**src/rtl/multicycle_control_if.sv**
```systemverilog
// Handshake and control bundle between the multicycle controller and its datapath.
// The master side is the controller, and the slave side is the datapath.
interface multicycle_control_if #(
    parameter int CONTROL_WIDTH = 4,
    parameter int DATA_WIDTH    = 32
);
    logic [DATA_WIDTH-1:0]    Instr;
    logic                     Zero;
    logic                     MemReady;
    logic                     PCWrite;
    logic                     IRWrite;
    logic                     MemRead;
    logic                     MemWrite;
    logic                     RegWrite;
    logic                     AdrSrc;
    logic [1:0]               ALUSrcA;
    logic [1:0]               ALUSrcB;
    logic [1:0]               ResultSrc;
    logic [2:0]               ImmSrc;
    logic [CONTROL_WIDTH-1:0] ALUctrl;
    logic                     IllegalInstr;

    modport master (
        input  Instr, Zero, MemReady,
        output PCWrite, IRWrite, MemRead, MemWrite, RegWrite, AdrSrc,
               ALUSrcA, ALUSrcB, ResultSrc, ImmSrc, ALUctrl, IllegalInstr
    );

    modport slave (
        output Instr, Zero, MemReady,
        input  PCWrite, IRWrite, MemRead, MemWrite, RegWrite, AdrSrc,
               ALUSrcA, ALUSrcB, ResultSrc, ImmSrc, ALUctrl, IllegalInstr
    );
endinterface

```
**src/rtl/multicycle_control.sv**
```systemverilog
// Moore control FSM for a multicycle RV32I-subset datapath.
// The state register is the only flop. The outputs are decoded from the state, and reset masks the write strobes.
module multicycle_control #(
    parameter int CONTROL_WIDTH = 4,
    parameter int DATA_WIDTH    = 32
) (
    input  logic                 clk,
    input  logic                 rst,
    multicycle_control_if.master bus
);
    typedef enum logic [3:0] {
        S_FETCH    = 4'd0,  S_DECODE = 4'd1,  S_MEMADR = 4'd2,  S_MEMREAD = 4'd3,
        S_MEMWB    = 4'd4,  S_MEMWRITE = 4'd5, S_EXECR = 4'd6,  S_EXECI  = 4'd7,
        S_ALUWB    = 4'd8,  S_BRANCH = 4'd9,  S_JAL    = 4'd10, S_JALR   = 4'd11,
        S_UPPER    = 4'd12
    } state_e;

    localparam logic [6:0] OP_LOAD  = 7'b0000011, OP_STORE = 7'b0100011, OP_RTYPE = 7'b0110011;
    localparam logic [6:0] OP_ITYPE = 7'b0010011, OP_BRANCH = 7'b1100011, OP_JAL = 7'b1101111;
    localparam logic [6:0] OP_JALR  = 7'b1100111, OP_LUI = 7'b0110111, OP_AUIPC = 7'b0010111;

    localparam logic [CONTROL_WIDTH-1:0] ALU_ADD  = CONTROL_WIDTH'(4'b0000);
    localparam logic [CONTROL_WIDTH-1:0] ALU_SUB  = CONTROL_WIDTH'(4'b0001);
    localparam logic [CONTROL_WIDTH-1:0] ALU_XOR  = CONTROL_WIDTH'(4'b0010);
    localparam logic [CONTROL_WIDTH-1:0] ALU_OR   = CONTROL_WIDTH'(4'b0011);
    localparam logic [CONTROL_WIDTH-1:0] ALU_AND  = CONTROL_WIDTH'(4'b0100);
    localparam logic [CONTROL_WIDTH-1:0] ALU_SLL  = CONTROL_WIDTH'(4'b0101);
    localparam logic [CONTROL_WIDTH-1:0] ALU_SRL  = CONTROL_WIDTH'(4'b0110);
    localparam logic [CONTROL_WIDTH-1:0] ALU_SRA  = CONTROL_WIDTH'(4'b0111);
    localparam logic [CONTROL_WIDTH-1:0] ALU_SLT  = CONTROL_WIDTH'(4'b1000);
    localparam logic [CONTROL_WIDTH-1:0] ALU_SLTU = CONTROL_WIDTH'(4'b1001);
    localparam logic [CONTROL_WIDTH-1:0] ALU_BEQ  = CONTROL_WIDTH'(4'b1010);

    state_e state_q, state_d;

    logic [DATA_WIDTH-1:0] instr_s;
    logic [6:0]            opcode_s;
    logic [2:0]            funct3_s;
    logic [6:0]            funct7_s;
    logic                  alt_s;
    logic                  illegal_s;
    logic                  unused_instr_s;
    logic pc_write_s, ir_write_s, mem_read_s, mem_write_s, reg_write_s, illegal_pulse_s;

    assign instr_s        = bus.Instr;
    assign opcode_s       = instr_s[6:0];
    assign funct3_s       = instr_s[14:12];
    assign funct7_s       = instr_s[31:25];
    assign alt_s          = instr_s[30];
    assign unused_instr_s = ^{instr_s[24:15], instr_s[11:7]};

    function automatic logic [CONTROL_WIDTH-1:0] alu_arith(input logic [2:0] f3, input logic alt);
        case (f3)
            3'b000:  return alt ? ALU_SUB : ALU_ADD;
            3'b001:  return ALU_SLL;
            3'b010:  return ALU_SLT;
            3'b011:  return ALU_SLTU;
            3'b100:  return ALU_XOR;
            3'b101:  return alt ? ALU_SRA : ALU_SRL;
            3'b110:  return ALU_OR;
            3'b111:  return ALU_AND;
            default: return ALU_ADD;
        endcase
    endfunction

    // The branch compare codes reuse some arithmetic encodings. For example, BNE uses the XOR code.
    function automatic logic [CONTROL_WIDTH-1:0] alu_branch(input logic [2:0] f3);
        case (f3)
            3'b000:  return ALU_BEQ;
            3'b001:  return ALU_XOR;
            3'b100:  return ALU_SRL;
            3'b101:  return ALU_SRA;
            3'b110:  return ALU_SLT;
            3'b111:  return ALU_SLTU;
            default: return ALU_ADD;
        endcase
    endfunction

    // Flag an unsupported encoding: an unknown opcode, branch funct3 010/011, or a bad R-type funct7.
    always_comb begin
        case (opcode_s)
            OP_LOAD, OP_STORE, OP_ITYPE, OP_JAL, OP_JALR, OP_LUI, OP_AUIPC: illegal_s = 1'b0;
            OP_RTYPE:  illegal_s = (funct7_s != 7'b0000000) && (funct7_s != 7'b0100000);
            OP_BRANCH: illegal_s = (funct3_s == 3'b010) || (funct3_s == 3'b011);
            default:   illegal_s = 1'b1;
        endcase
    end

    // Select the next state. MemReady matters only in FETCH, MEMREAD and MEMWRITE.
    always_comb begin
        state_d = state_q;
        case (state_q)
            S_FETCH:    state_d = bus.MemReady ? S_DECODE : S_FETCH;
            S_DECODE: begin
                if (illegal_s) begin
                    state_d = S_FETCH;
                end else begin
                    case (opcode_s)
                        OP_LOAD, OP_STORE: state_d = S_MEMADR;
                        OP_RTYPE:          state_d = S_EXECR;
                        OP_ITYPE:          state_d = S_EXECI;
                        OP_BRANCH:         state_d = S_BRANCH;
                        OP_JAL:            state_d = S_JAL;
                        OP_JALR:           state_d = S_JALR;
                        OP_LUI, OP_AUIPC:  state_d = S_UPPER;
                        default:           state_d = S_FETCH;
                    endcase
                end
            end
            S_MEMADR:   state_d = (opcode_s == OP_LOAD) ? S_MEMREAD : S_MEMWRITE;
            S_MEMREAD:  state_d = bus.MemReady ? S_MEMWB : S_MEMREAD;
            S_MEMWB:    state_d = S_FETCH;
            S_MEMWRITE: state_d = bus.MemReady ? S_FETCH : S_MEMWRITE;
            S_EXECR:    state_d = S_ALUWB;
            S_EXECI:    state_d = S_ALUWB;
            S_ALUWB:    state_d = S_FETCH;
            S_BRANCH:   state_d = S_FETCH;
            S_JALR:     state_d = S_JAL;
            S_JAL:      state_d = S_ALUWB;
            S_UPPER:    state_d = S_ALUWB;
            default:    state_d = S_FETCH;
        endcase
    end

    // State register with synchronous reset.
    always_ff @(posedge clk) begin
        if (rst) begin
            state_q <= S_FETCH;
        end else begin
            state_q <= state_d;
        end
    end

    // ImmSrc follows the opcode in every state.
    always_comb begin
        case (opcode_s)
            OP_STORE:         bus.ImmSrc = 3'b001;
            OP_BRANCH:        bus.ImmSrc = 3'b010;
            OP_JAL:           bus.ImmSrc = 3'b011;
            OP_LUI, OP_AUIPC: bus.ImmSrc = 3'b100;
            default:          bus.ImmSrc = 3'b000;
        endcase
    end

    // Decode the outputs from the state. Reset forces every write and access strobe low.
    always_comb begin
        pc_write_s      = 1'b0;
        ir_write_s      = 1'b0;
        mem_read_s      = 1'b0;
        mem_write_s     = 1'b0;
        reg_write_s     = 1'b0;
        illegal_pulse_s = 1'b0;
        bus.AdrSrc      = 1'b0;
        bus.ALUSrcA     = 2'b00;
        bus.ALUSrcB     = 2'b00;
        bus.ResultSrc   = 2'b00;
        bus.ALUctrl     = ALU_ADD;
        case (state_q)
            S_FETCH: begin
                mem_read_s    = 1'b1;
                pc_write_s    = bus.MemReady;
                ir_write_s    = bus.MemReady;
                bus.ALUSrcB   = 2'b10;
                bus.ResultSrc = 2'b10;
            end
            S_DECODE: begin
                bus.ALUSrcA     = 2'b01;
                bus.ALUSrcB     = 2'b01;
                illegal_pulse_s = illegal_s;
            end
            S_MEMADR, S_JALR: begin
                bus.ALUSrcA = 2'b10;
                bus.ALUSrcB = 2'b01;
            end
            S_MEMREAD: begin
                bus.AdrSrc = 1'b1;
                mem_read_s = 1'b1;
            end
            S_MEMWB: begin
                bus.ResultSrc = 2'b01;
                reg_write_s   = 1'b1;
            end
            S_MEMWRITE: begin
                bus.AdrSrc  = 1'b1;
                mem_write_s = 1'b1;
            end
            S_EXECR: begin
                bus.ALUSrcA = 2'b10;
                bus.ALUctrl = alu_arith(funct3_s, alt_s);
            end
            S_EXECI: begin
                bus.ALUSrcA = 2'b10;
                bus.ALUSrcB = 2'b01;
                bus.ALUctrl = alu_arith(funct3_s, (funct3_s == 3'b101) & alt_s);
            end
            S_ALUWB: reg_write_s = 1'b1;
            S_BRANCH: begin
                bus.ALUSrcA = 2'b10;
                bus.ALUctrl = alu_branch(funct3_s);
                pc_write_s  = bus.Zero;
            end
            S_JAL: begin
                bus.ALUSrcA = 2'b01;
                bus.ALUSrcB = 2'b10;
                pc_write_s  = 1'b1;
            end
            S_UPPER: begin
                bus.ALUSrcA = (opcode_s == OP_LUI) ? 2'b11 : 2'b01;
                bus.ALUSrcB = 2'b01;
            end
            default: bus.ALUctrl = ALU_ADD;
        endcase
        bus.PCWrite      = pc_write_s & ~rst;
        bus.IRWrite      = ir_write_s & ~rst;
        bus.MemRead      = mem_read_s & ~rst;
        bus.MemWrite     = mem_write_s & ~rst;
        bus.RegWrite     = reg_write_s & ~rst;
        bus.IllegalInstr = illegal_pulse_s & ~rst;
    end
endmodule

```
**src/flat_wrapper.sv**
```systemverilog
// flat-port wrapper written by rule: the top's interface ports become plain ports
module multicycle_control_flat 
#(
    parameter int CONTROL_WIDTH = 4,
    parameter int DATA_WIDTH    = 32
)
  (clk, rst, bus_Instr, bus_Zero, bus_MemReady, bus_PCWrite, bus_IRWrite, bus_MemRead, bus_MemWrite, bus_RegWrite, bus_AdrSrc, bus_ALUSrcA, bus_ALUSrcB, bus_ResultSrc, bus_ImmSrc, bus_ALUctrl, bus_IllegalInstr);
  multicycle_control_if #(.CONTROL_WIDTH(CONTROL_WIDTH), .DATA_WIDTH(DATA_WIDTH)) bus_i ();
  input  logic clk;
  input  logic rst;
  input wire logic [$bits(bus_i.Instr)-1:0] bus_Instr;
  input wire logic [$bits(bus_i.Zero)-1:0] bus_Zero;
  input wire logic [$bits(bus_i.MemReady)-1:0] bus_MemReady;
  output wire logic [$bits(bus_i.PCWrite)-1:0] bus_PCWrite;
  output wire logic [$bits(bus_i.IRWrite)-1:0] bus_IRWrite;
  output wire logic [$bits(bus_i.MemRead)-1:0] bus_MemRead;
  output wire logic [$bits(bus_i.MemWrite)-1:0] bus_MemWrite;
  output wire logic [$bits(bus_i.RegWrite)-1:0] bus_RegWrite;
  output wire logic [$bits(bus_i.AdrSrc)-1:0] bus_AdrSrc;
  output wire logic [$bits(bus_i.ALUSrcA)-1:0] bus_ALUSrcA;
  output wire logic [$bits(bus_i.ALUSrcB)-1:0] bus_ALUSrcB;
  output wire logic [$bits(bus_i.ResultSrc)-1:0] bus_ResultSrc;
  output wire logic [$bits(bus_i.ImmSrc)-1:0] bus_ImmSrc;
  output wire logic [$bits(bus_i.ALUctrl)-1:0] bus_ALUctrl;
  output wire logic [$bits(bus_i.IllegalInstr)-1:0] bus_IllegalInstr;
  assign bus_i.Instr = bus_Instr;
  assign bus_i.Zero = bus_Zero;
  assign bus_i.MemReady = bus_MemReady;
  assign bus_PCWrite = bus_i.PCWrite;
  assign bus_IRWrite = bus_i.IRWrite;
  assign bus_MemRead = bus_i.MemRead;
  assign bus_MemWrite = bus_i.MemWrite;
  assign bus_RegWrite = bus_i.RegWrite;
  assign bus_AdrSrc = bus_i.AdrSrc;
  assign bus_ALUSrcA = bus_i.ALUSrcA;
  assign bus_ALUSrcB = bus_i.ALUSrcB;
  assign bus_ResultSrc = bus_i.ResultSrc;
  assign bus_ImmSrc = bus_i.ImmSrc;
  assign bus_ALUctrl = bus_i.ALUctrl;
  assign bus_IllegalInstr = bus_i.IllegalInstr;
  multicycle_control #(.CONTROL_WIDTH(CONTROL_WIDTH), .DATA_WIDTH(DATA_WIDTH)) u_core (.clk(clk), .rst(rst), .bus(bus_i));
endmodule
```
**config.mk**
```make
export PLATFORM = sky130hd
export DESIGN_NAME = multicycle_control_flat
export DESIGN_NICKNAME = d
export VERILOG_FILES = /design/src/rtl/multicycle_control_if.sv /design/src/rtl/multicycle_control.sv /design/src/flat_wrapper.sv
export SDC_FILE = /design/constraint.sdc
export NUM_CORES = 1
export LEC_CHECK = 0
export CAP_MARGIN = 10
export CORE_MARGIN = 4
export CORE_UTILIZATION = 40
export CTS_BUF_LIST = sky130_fd_sc_hd__clkbuf_4
export DETAILED_ROUTE_END_ITERATION = 8
export DONT_BUFFER_PORTS = 1
export PLACE_DENSITY = 0.63
export SLEW_MARGIN = 15
export SYNTH_ARGS = -nofsm -noshare
export SYNTH_HDL_FRONTEND = slang
export SYNTH_SLANG_ARGS = --single-unit
```
**constraint.sdc**
```tcl
create_clock -name clk -period 2.25 [get_ports clk]
set_input_delay 0.675 -clock clk [delete_from_list [all_inputs] [get_ports clk]]
set_output_delay 0.675 -clock clk [all_outputs]
set_load 0.005 [all_outputs]
```
# --- Yosys cells after proc, flatten, opt, wreduce, memory -nomap -nowiden ---
# Cells that the tools add are included.
totals:
  inputBits: 36
  memories: 0
  romBits: 0
  ff_bits: 4
  mem_bits_rw: 0
  output_inout_bits: 20
  latchBits: 0
classes:
  addsub: 0
  n_shift: 0
  reduce_logical: 16
  div: 0
  bitwise_logic: 8
  muxes: 28
  mul: 0
  n_eq_ne: 29
  n_lt_le_gt_ge: 0
op_table:
  columns: ["cell", "n"]
  rows:
  - ["$pmux W4 S8", 2]
  - ["$pmux W4 S7", 2]
  - ["$pmux W4 S6", 1]
  - ["$eq A7 B6 Y1 const B", 3]
  - ["$eq A7 B7 Y1 const B", 3]
  - ["$eq A4 B4 Y1 const B", 5]
  - ["$eq A4 B3 Y1 const B", 4]
  - ["$eq A7 B5 Y1 const B", 2]
  - ["$reduce_or A2 Y1", 7]
  - ["$eq A3 B3 Y1 const B", 4]
  - ["$pmux W3 S4", 1]
  - ["$pmux W4 S3", 1]
  - ["$mux W1", 11]
  - ["$reduce_or A5 Y1", 2]
  - ["$mux W3", 3]
  - ["$eq A4 B2 Y1 const B", 2]
  - ["$pmux W2 S2", 2]
  - ["$and A1 B1 Y1", 7]
  - ["$eq A7 B2 Y1 const B", 1]
  - ["$ne A7 B6 Y1 const B", 1]
  - ["$reduce_bool A7 Y1", 1]
  - ["$reduce_or A7 Y1", 1]
  - ["$eq A3 B2 Y1 const B", 2]
  - ["$pmux W1 S3", 2]
  - ["other kinds (11)", 11]

# --- Depth between registers and ports, before layout ---
# Gate-level depths: netlist (run 1).
logic_depth:
  word_depth: 5
  depth_mapped: 6

# --- Least setup slack after synthesis (run 1) ---
# No wires, ideal clock.
synth_path:
  path_type: "input-to-output"
  from: "in bus_Instr[2]"
  to: "out bus_IllegalInstr"
  arrival_time_ns: 1.641
  path_stages: 5
  path_slack_ns: -0.066
  cell_sequence: "buf_2 > nor3_1 > o21ba_2 > nor3b_1 > o31a_1"
synth_via:
  elab_chain_len: 5
synth_lines:
  columns: ["element", "line", "text"]
  rows:
  - ["start: declaration", "flat_wrapper.sv:11", "input wire logic [$bits(bus_i.Instr)-1:0] bus_Instr;"]
  - ["$eq A7 B5 Y1 (tied with other cells)", "multicycle_control.sv:81", "case (opcode_s)"]
  - ["$reduce_or A7 Y1", "multicycle_control.sv:81", null]
  - ["$pmux W1 S3 (*)", "multicycle_control.sv:81", null]
  - ["$mux W1 (*)", "multicycle_control.sv:158", "case (state_q)"]
  - ["$and A1 B1 Y1 (*)", "multicycle_control.sv:218", "bus.IllegalInstr = illegal_pulse_s & ~rst;"]
  - ["end: declaration", "flat_wrapper.sv:25", "output wire logic [$bits(bus_i.IllegalInstr)-1:0] bus_IllegalInstr;"]
# Every way passes the cells marked *; elsewhere a longest branch is shown, timed or not.

# --- Worst setup path in the final report (run 1) ---
layout_path:
  from: "in bus_Instr[26]"
  to: "out bus_IllegalInstr"
layout_via:
  elab_chain_len: 5
layout_lines:
  columns: ["element", "line", "text"]
  rows:
  - ["$ne A7 B6 Y1 or $reduce_bool A7 Y1 (tied branches)", "multicycle_control.sv:83", "OP_RTYPE: illegal_s = (funct7_s != 7'b0000000) && (funct7_s != 7'b0100000);"]
  - ["$logic_and A1 B1 Y1 (*)", "multicycle_control.sv:83", null]
  - ["$pmux W1 S3 (*)", "multicycle_control.sv:81", null]
  - ["$mux W1 (*)", "multicycle_control.sv:158", null]
  - ["$and A1 B1 Y1 (*)", "multicycle_control.sv:218", null]
# Marked as above.

==> impl_metrics.env, run 1 <==
export IMPL_fp_row_count=16
export IMPL_min_from="bus_Instr[3]"
export IMPL_synthAdderAreaFrac=0
export IMPL_slew_limit_headroom=0.7529
export IMPL_synth_cells=131
export IMPL_rr_startpoint="u_core.state_q[1]$_SDFF_PP0_"
export IMPL_yosysMostFrequentCell="nor2_1"
export IMPL_end_kind="output pin"
export IMPL_hold_path_end="u_core.state_q[0]$_SDFF_PP0_"
export IMPL_reg2regPathDepth=5
export IMPL_drcViolationCount=0
export IMPL_io_pins=56
export IMPL_power_leakage_nw=0.4022
export IMPL_power_density_mw_per_mm2=231.4
export IMPL_syn_area_per_cell_sq_um=6.628
export IMPL_rsz0062_at_grt="true"
export IMPL_status="finished, violations left"
export IMPL_ir_drop_mv=0.1288
export IMPL_synthesis_area_sq_um=868.3
export IMPL_max_freq_ghz=0.4437
export IMPL_cts_made_buffers=3
export IMPL_slew_violations=0
export IMPL_yosysUniqueCellTypes=45
export IMPL_synthTopCellsByArea="dfxtp_1, nor2_1, o21ai_0, buf_2, nor3_1"
export IMPL_reg_top3="u_core.state_q: 4 flops"
export IMPL_ys_warn_count=0
export IMPL_synth_common_cells="nor2_1, o21ai_0, buf_2, nor3_1, a21oi_1"
export IMPL_setup_viol=1
export IMPL_hp_class="input port to register"
export IMPL_n_fill_cell=196
export IMPL_viasPerCell=5.912
export IMPL_cts_sinks=4
export IMPL_r2r_end="u_core.state_q[1]$_SDFF_PP0_"
export IMPL_cp_required_ns=1.57
export IMPL_htree_levels=1
export IMPL_crit_type="input port to output pin"
export IMPL_antenna_found_initial=0
export IMPL_synth_top_family_by_area="simple AND/OR/NAND/NOR gates"
export IMPL_grt_max_degree=20
export IMPL_cts_root_buffer="clkbuf_4"
export IMPL_tns_ns=-0.003652
export IMPL_regMostFlops="u_core.state_q"
export IMPL_routed_via_count=1011
export IMPL_cp_arrival_ns=1.58
export IMPL_die_h_microns=54.59
export IMPL_grt_overflow=0
export IMPL_tightest_slew_ns=0.3655
export IMPL_postCtsHoldBufs=0
export IMPL_min_path_cells=1
export IMPL_drive_gt1_frac=0.3125
export IMPL_clkSlewWorstSetupHoldPaths_ns=0.04
export IMPL_ys_seq_area_frac=0.09222
export IMPL_cts_tree="built"
export IMPL_synth_simple_area_share=0.4784
export IMPL_final_nets=182
export IMPL_dp_hpwl_mm=1.929
export IMPL_syn_nets=167
export IMPL_ant_nets=0
export IMPL_async_reset_ff_frac=0
export IMPL_path_max_fanout=2
export IMPL_synth_top_area_frac=0.09222
export IMPL_synthToLayoutAreaGrowth_pct=26.66
export IMPL_critPathSlowestCell="o311a_1"
export IMPL_dr_pass1_iters=4
export IMPL_critPathLaunchType="input port"
export IMPL_regToRegSetupSlack_ns=0.68
export IMPL_cp_slowest_stage_delay_ns=0.33
export IMPL_gp_congestion=0.9384
export IMPL_synth_mux_area_fraction=0.03602
export IMPL_worst_slack_ns=-0.003652
export IMPL_wl_per_cell_microns=15.02
export IMPL_yosys_area_top_type="dfxtp_1"
export IMPL_initial_utilization=0.4338
export IMPL_largest_reg_flops=4
export IMPL_clock_path_buffers=2
export IMPL_grt_util_all_layers=0.1873
export IMPL_die_x_microns=54.59
export IMPL_path_cells="nor4_4 -> nor2_1 -> o311a_1 -> o31a_1"
export IMPL_min_period_ns=2.254
export IMPL_synth_ff_type="dfxtp_1"
export IMPL_synth_seq_cells=4
export IMPL_grt_pass1_vias=954
export IMPL_port_buffers=0
export IMPL_violations="setup timing"
export IMPL_clk_latency_ns=0.25
export IMPL_hold_viol=0
export IMPL_drt_first_iter_violations=28
export IMPL_totalWireLength_mm=2.569
export IMPL_coreArea_sq_mm=0.002002
export IMPL_synth_compound_area_share=0.2810
export IMPL_maxCapViolCount=0
export IMPL_fin_crit_sh=1.002
export IMPL_insertedDiodeCount=0
export IMPL_finClkSkew_ns=0.006542
export IMPL_synth_xor_area_frac=0.03026
export IMPL_grt_pass1_wl_mm=4.098
export IMPL_fin_worst_hold_slack_ns=0.5299
export IMPL_synth_edf_count=0
export IMPL_die_area_sq_mm=0.002980
[layer usage]
| metal | global-route usage | vias to the layer above | wire length (microns) |
|---|---|---|---|
| li1 | - | 512 | - |
| met5 | 0 | - | 0 |
| met2 | 0.3150 | 42 | 1235 |
| met1 | 0.2116 | 449 | 1087 |
| met4 | 0.1079 | 0 | 65 |
| met3 | 0.04632 | 8 | 180 |
[power by group]
part	internal (W)	total, W	switching (W)
logic	0.0000458	0.0000861	0.0000403
registers	0.0000717	0.0000730	0.00000127
clock network	0.0000601	0.0000953	0.0000353
[critical path, delay by kind of cell]
family	cells	cell delay (ns)
compound gates	2	0.61
simple gates	2	0.30
[what timing repair did]
action,CTS,global route
setup buffers,3,1
pin swaps,5,5
endpoints found under the setup margin,3,7
gates cloned,0,0
gates resized for setup,6,11
[worst max-delay path by stage]
| stage | startpoint | endpoint |
|---|---|---|
| final | bus_Instr[26] | bus_IllegalInstr |
| after global routing | u_core.state_q[1]$_SDFF_PP0_ | bus_ALUctrl[2] |
| after CTS | u_core.state_q[1]$_SDFF_PP0_ | bus_PCWrite |
| after detailed placement | bus_Instr[26] | bus_IllegalInstr |
| after global placement | bus_Instr[26] | bus_IllegalInstr |
| after floorplan | bus_Instr[2] | bus_ALUSrcA[1] |
[metrics by stage]
stage | area (sq um) | total power (W) | instances | utilization | setup WS (ns)
after floorplan | 888.4 | 0.0001410 | 131 | - | -0.02737
after global placement | 987.2 | 0.0001531 | 164 | 0.4931 | -0.03056
after detailed placement | 987.2 | 0.0001544 | 164 | 0.4931 | -0.05618
after CTS | 1052 | 0.0002531 | 170 | 0.5256 | -0.06089
after global routing | 1100 | 0.0002763 | 171 | 0.5494 | -0.03716
final | 1100 | 0.0002544 | 171 | 0.5494 | -0.003652
[cell type report]
cell class / instances / area [sq um] / area share
Clock buffer: 3 / 22.52 / 0.02048
Inverter: 3 / 11.26 / 0.01024
Multi-Input combinational cell: 113 / 779.5 / 0.7088
Sequential cell: 4 / 87.58 / 0.07964
Tap cell: 27 / 33.78 / 0.03072
Timing Repair Buffer: 21 / 165.2 / 0.1502
[logic make-up after synthesis]
family,after synthesis
xor+xnor,3
compound gates,36
simple gates,71
buf+inv,14
flops,4
mux,3
[cells in the final DEF, fill, tap and decap left out, types with 3 or more instances in the layout]
cell type / netlist / routed
a21oi_1: 8 / 8
and2_1: 3 / 3
and3_1: 4 / 4
buf_4: 0 / 19
clkbuf_4: 0 / 3
dfxtp_2: 0 / 3
inv_1: 3 / 3
nand2_1: 6 / 6
nand2b_1: 5 / 5
nor2_1: 16 / 15
nor2b_1: 5 / 4
nor3_1: 9 / 7
nor4_1: 6 / 4
o211ai_1: 3 / 3
o21ai_0: 10 / 8
Note: power is estimated with default switching activity, not from simulation.
==> run 2, diff against run 1 <==
Settings changed: PLACE_DENSITY 0.63 to unset, PLACE_DENSITY_LB_ADDON set to 0.12.
==> impl_metrics.env, run 2 (synthesis results as in run 1) <==
export IMPL_switching_share=0.2959
export IMPL_largest_reg_flops=4
export IMPL_die_x_microns=54.59
export IMPL_power_leakage_nw=0.3796
export IMPL_min_period_ns=2.228
export IMPL_totalWireLength_mm=2.546
export IMPL_postCtsHoldBufs=0
export IMPL_switching_power_w=0.00007325
export IMPL_finClkSkew_ns=0.001489
export IMPL_ir_drop_mv=0.1930
export IMPL_final_nets=179
export IMPL_clk_latency_ns=0.24
export IMPL_slew_limit_headroom=0.7438
export IMPL_path_max_fanout=2
export IMPL_power_frac_comb=0.334
export IMPL_cp_arrival_ns=1.55
export IMPL_seq_area_sq_um=85.08
export IMPL_postCtsSetupBuffers=0
export IMPL_final_common_cell="buf_4"
export IMPL_grt_util_all_layers=0.1873
export IMPL_drt_first_iter_violations=19
export IMPL_crit_buf_inv=0
export IMPL_die_area_sq_mm=0.002980
export IMPL_hp_class="input port to register"
export IMPL_status="finished clean"
export IMPL_power_density_mw_per_mm2=234.4
export IMPL_dp_hpwl_mm=1.998
export IMPL_wl_per_cell_microns=15.15
export IMPL_crit_family="compound AO/OA/AOI/OAI gates"
export IMPL_maxCapViolCount=0
export IMPL_cts_tree="built"
export IMPL_setup_viol=0
export IMPL_clock_path_buffers=2
export IMPL_clkPwrFrac=0.372
export IMPL_tightest_slew_ns=0.3790
export IMPL_slew_violations=0
export IMPL_final_cell_mix="buf_4, nor2_1, o21ai_0, a21oi_1, nor3_1"
export IMPL_initial_utilization=0.4338
export IMPL_power_w=0.0002476
export IMPL_routed_via_count=1002
export IMPL_fin_crit_sh=0.9904
export IMPL_drcViolationCount=0
export IMPL_path_cells="nor4_4 -> nor2_1 -> o311a_1 -> o31a_1"
export IMPL_n_fill_cell=215
export IMPL_grt_pass1_wl_mm=4.146
export IMPL_ant_nets=0
export IMPL_cts_made_buffers=3
export IMPL_grt_pass1_vias=909
export IMPL_rsz0062_at_grt="true"
export IMPL_grt_overflow=0
export IMPL_fp_row_count=16
export IMPL_grt_max_degree=20
export IMPL_clkSlewWorstSetupHoldPaths_ns=0.04
export IMPL_port_buffers=0
export IMPL_reg_top3="u_core.state_q: 4 flops"
export IMPL_gp_congestion=0.8682
export IMPL_antenna_found_initial=0
export IMPL_multi_input_area_sq_um=768.2
export IMPL_htree_levels=1
export IMPL_max_freq_ghz=0.4487
export IMPL_cp_required_ns=1.57
export IMPL_die_h_microns=54.59
export IMPL_io_pins=56
export IMPL_insertedDiodeCount=0
export IMPL_cts_root_buffer="clkbuf_4"
export IMPL_utilization=0.5275
export IMPL_critPathSlowestCell="o311a_1"
export IMPL_regMostFlops="u_core.state_q"
export IMPL_hold_viol=0
export IMPL_cp_slowest_stage_delay_ns=0.32
export IMPL_viasPerCell=5.964
export IMPL_crit_type="input port to output pin"
export IMPL_cts_sinks=4
export IMPL_end_kind="output pin"
export IMPL_p_int_w=0.0001743
export IMPL_drive_gt1_frac=0.2766
export IMPL_synthToLayoutAreaGrowth_pct=21.61
export IMPL_critPathLaunchType="input port"
export IMPL_dr_pass1_iters=4
export IMPL_coreArea_sq_mm=0.002002
export IMPL_p_seq_frac=0.294
-- run 2: changes by cell type in the layout (fill, tap and decap cells not counted) --
cell / previous run / this run
dfxtp_2: 3 / 1
buf_4: 19 / 18
nor4_4: 2 / 1
nor2_2: 1 / 0
buf_6: 2 / 0
dfxtp_1: 0 / 2
nor4_2: 1 / 2
nor2_1: 15 / 16
-- run 2: power groups by stage --
stage          combinational, W  sequential [W]  clock (W)
2_1_floorplan         0.0000666       0.0000744          0
3_3_place_gp          0.0000795       0.0000749          0
3_5_place_dp          0.0000807       0.0000750          0
4_1_cts               0.0000818       0.0000739  0.0000947
5_1_grt               0.0000924       0.0000728   0.000105
6_report              0.0000826       0.0000727  0.0000922
-- run 2: what timing repair did --
item,4_1_cts,5_1_grt
gates cloned,0,0
setup endpoints to repair,3,5
gates resized for setup,3,8
pin swaps,1,1
-- run 2: worst register-to-register path, delay by kind of cell, from the launching register on --
| kind | cells | cell delay, ns |
|---|---|---|
| simple gates | 2 | 0.74 |
| flops | 1 | 0.39 |
| buf+inv | 1 | 0.22 |
| compound gates | 2 | 0.21 |
-- run 2: layout make-up --
type / count / share of cell area
clock buffers: 3 / 0.02133
well taps: 27 / 0.03199
inverters: 3 / 0.01066
flip-flops and latches: 4 / 0.08057
repair buffers: 18 / 0.1280
multi-input cells: 113 / 0.7275
-- run 2: path summary, 6_finish.rpt --
| path | slack [ns] | to | start | depth (start not counted) |
|---|---|---|---|---|
| worst min register to register | 0.75 | u_core.state_q[1]$_SDFF_PP0_ | u_core.state_q[1]$_SDFF_PP0_ | 3 |
| worst max-delay path | 0.02 | bus_IllegalInstr | bus_Instr[26] | 4 |
| worst max register to register | 0.60 | u_core.state_q[1]$_SDFF_PP0_ | u_core.state_q[2]$_SDFF_PP0_ | 5 |
| worst min-delay path | 0.55 | u_core.state_q[0]$_SDFF_PP0_ | bus_Instr[3] | 1 |
-- run 2: metal layers --
layer / global-route usage / vias to the layer above / share of wire
li1: - / 509 / -
met1: 0.2504 / 453 / 0.45
met2: 0.3051 / 37 / 0.48
met3: 0.01635 / 3 / 0.055
met4: 0.07469 / 0 / 0.0082
met5: 0 / - / 0
-- run 2: metrics by stage --
| step | setup slack [ns] | TNS [ns] | cell area, sq um | cells | hold slack [ns] |
|---|---|---|---|---|---|
| finish | 0.02156 | 0 | 1056 | 168 | 0.5452 |
| global route | -0.07627 | -0.1500 | 1056 | 168 | 0.5293 |
| CTS | 0.006742 | 0 | 1025 | 168 | 0.5406 |
| floorplan | -0.02737 | -0.05444 | 888.4 | 131 | 0.6628 |
| detailed placement | -0.02337 | -0.02337 | 994.7 | 165 | 0.7863 |
| global placement | -0.02678 | -0.02678 | 994.7 | 165 | 0.7874 |
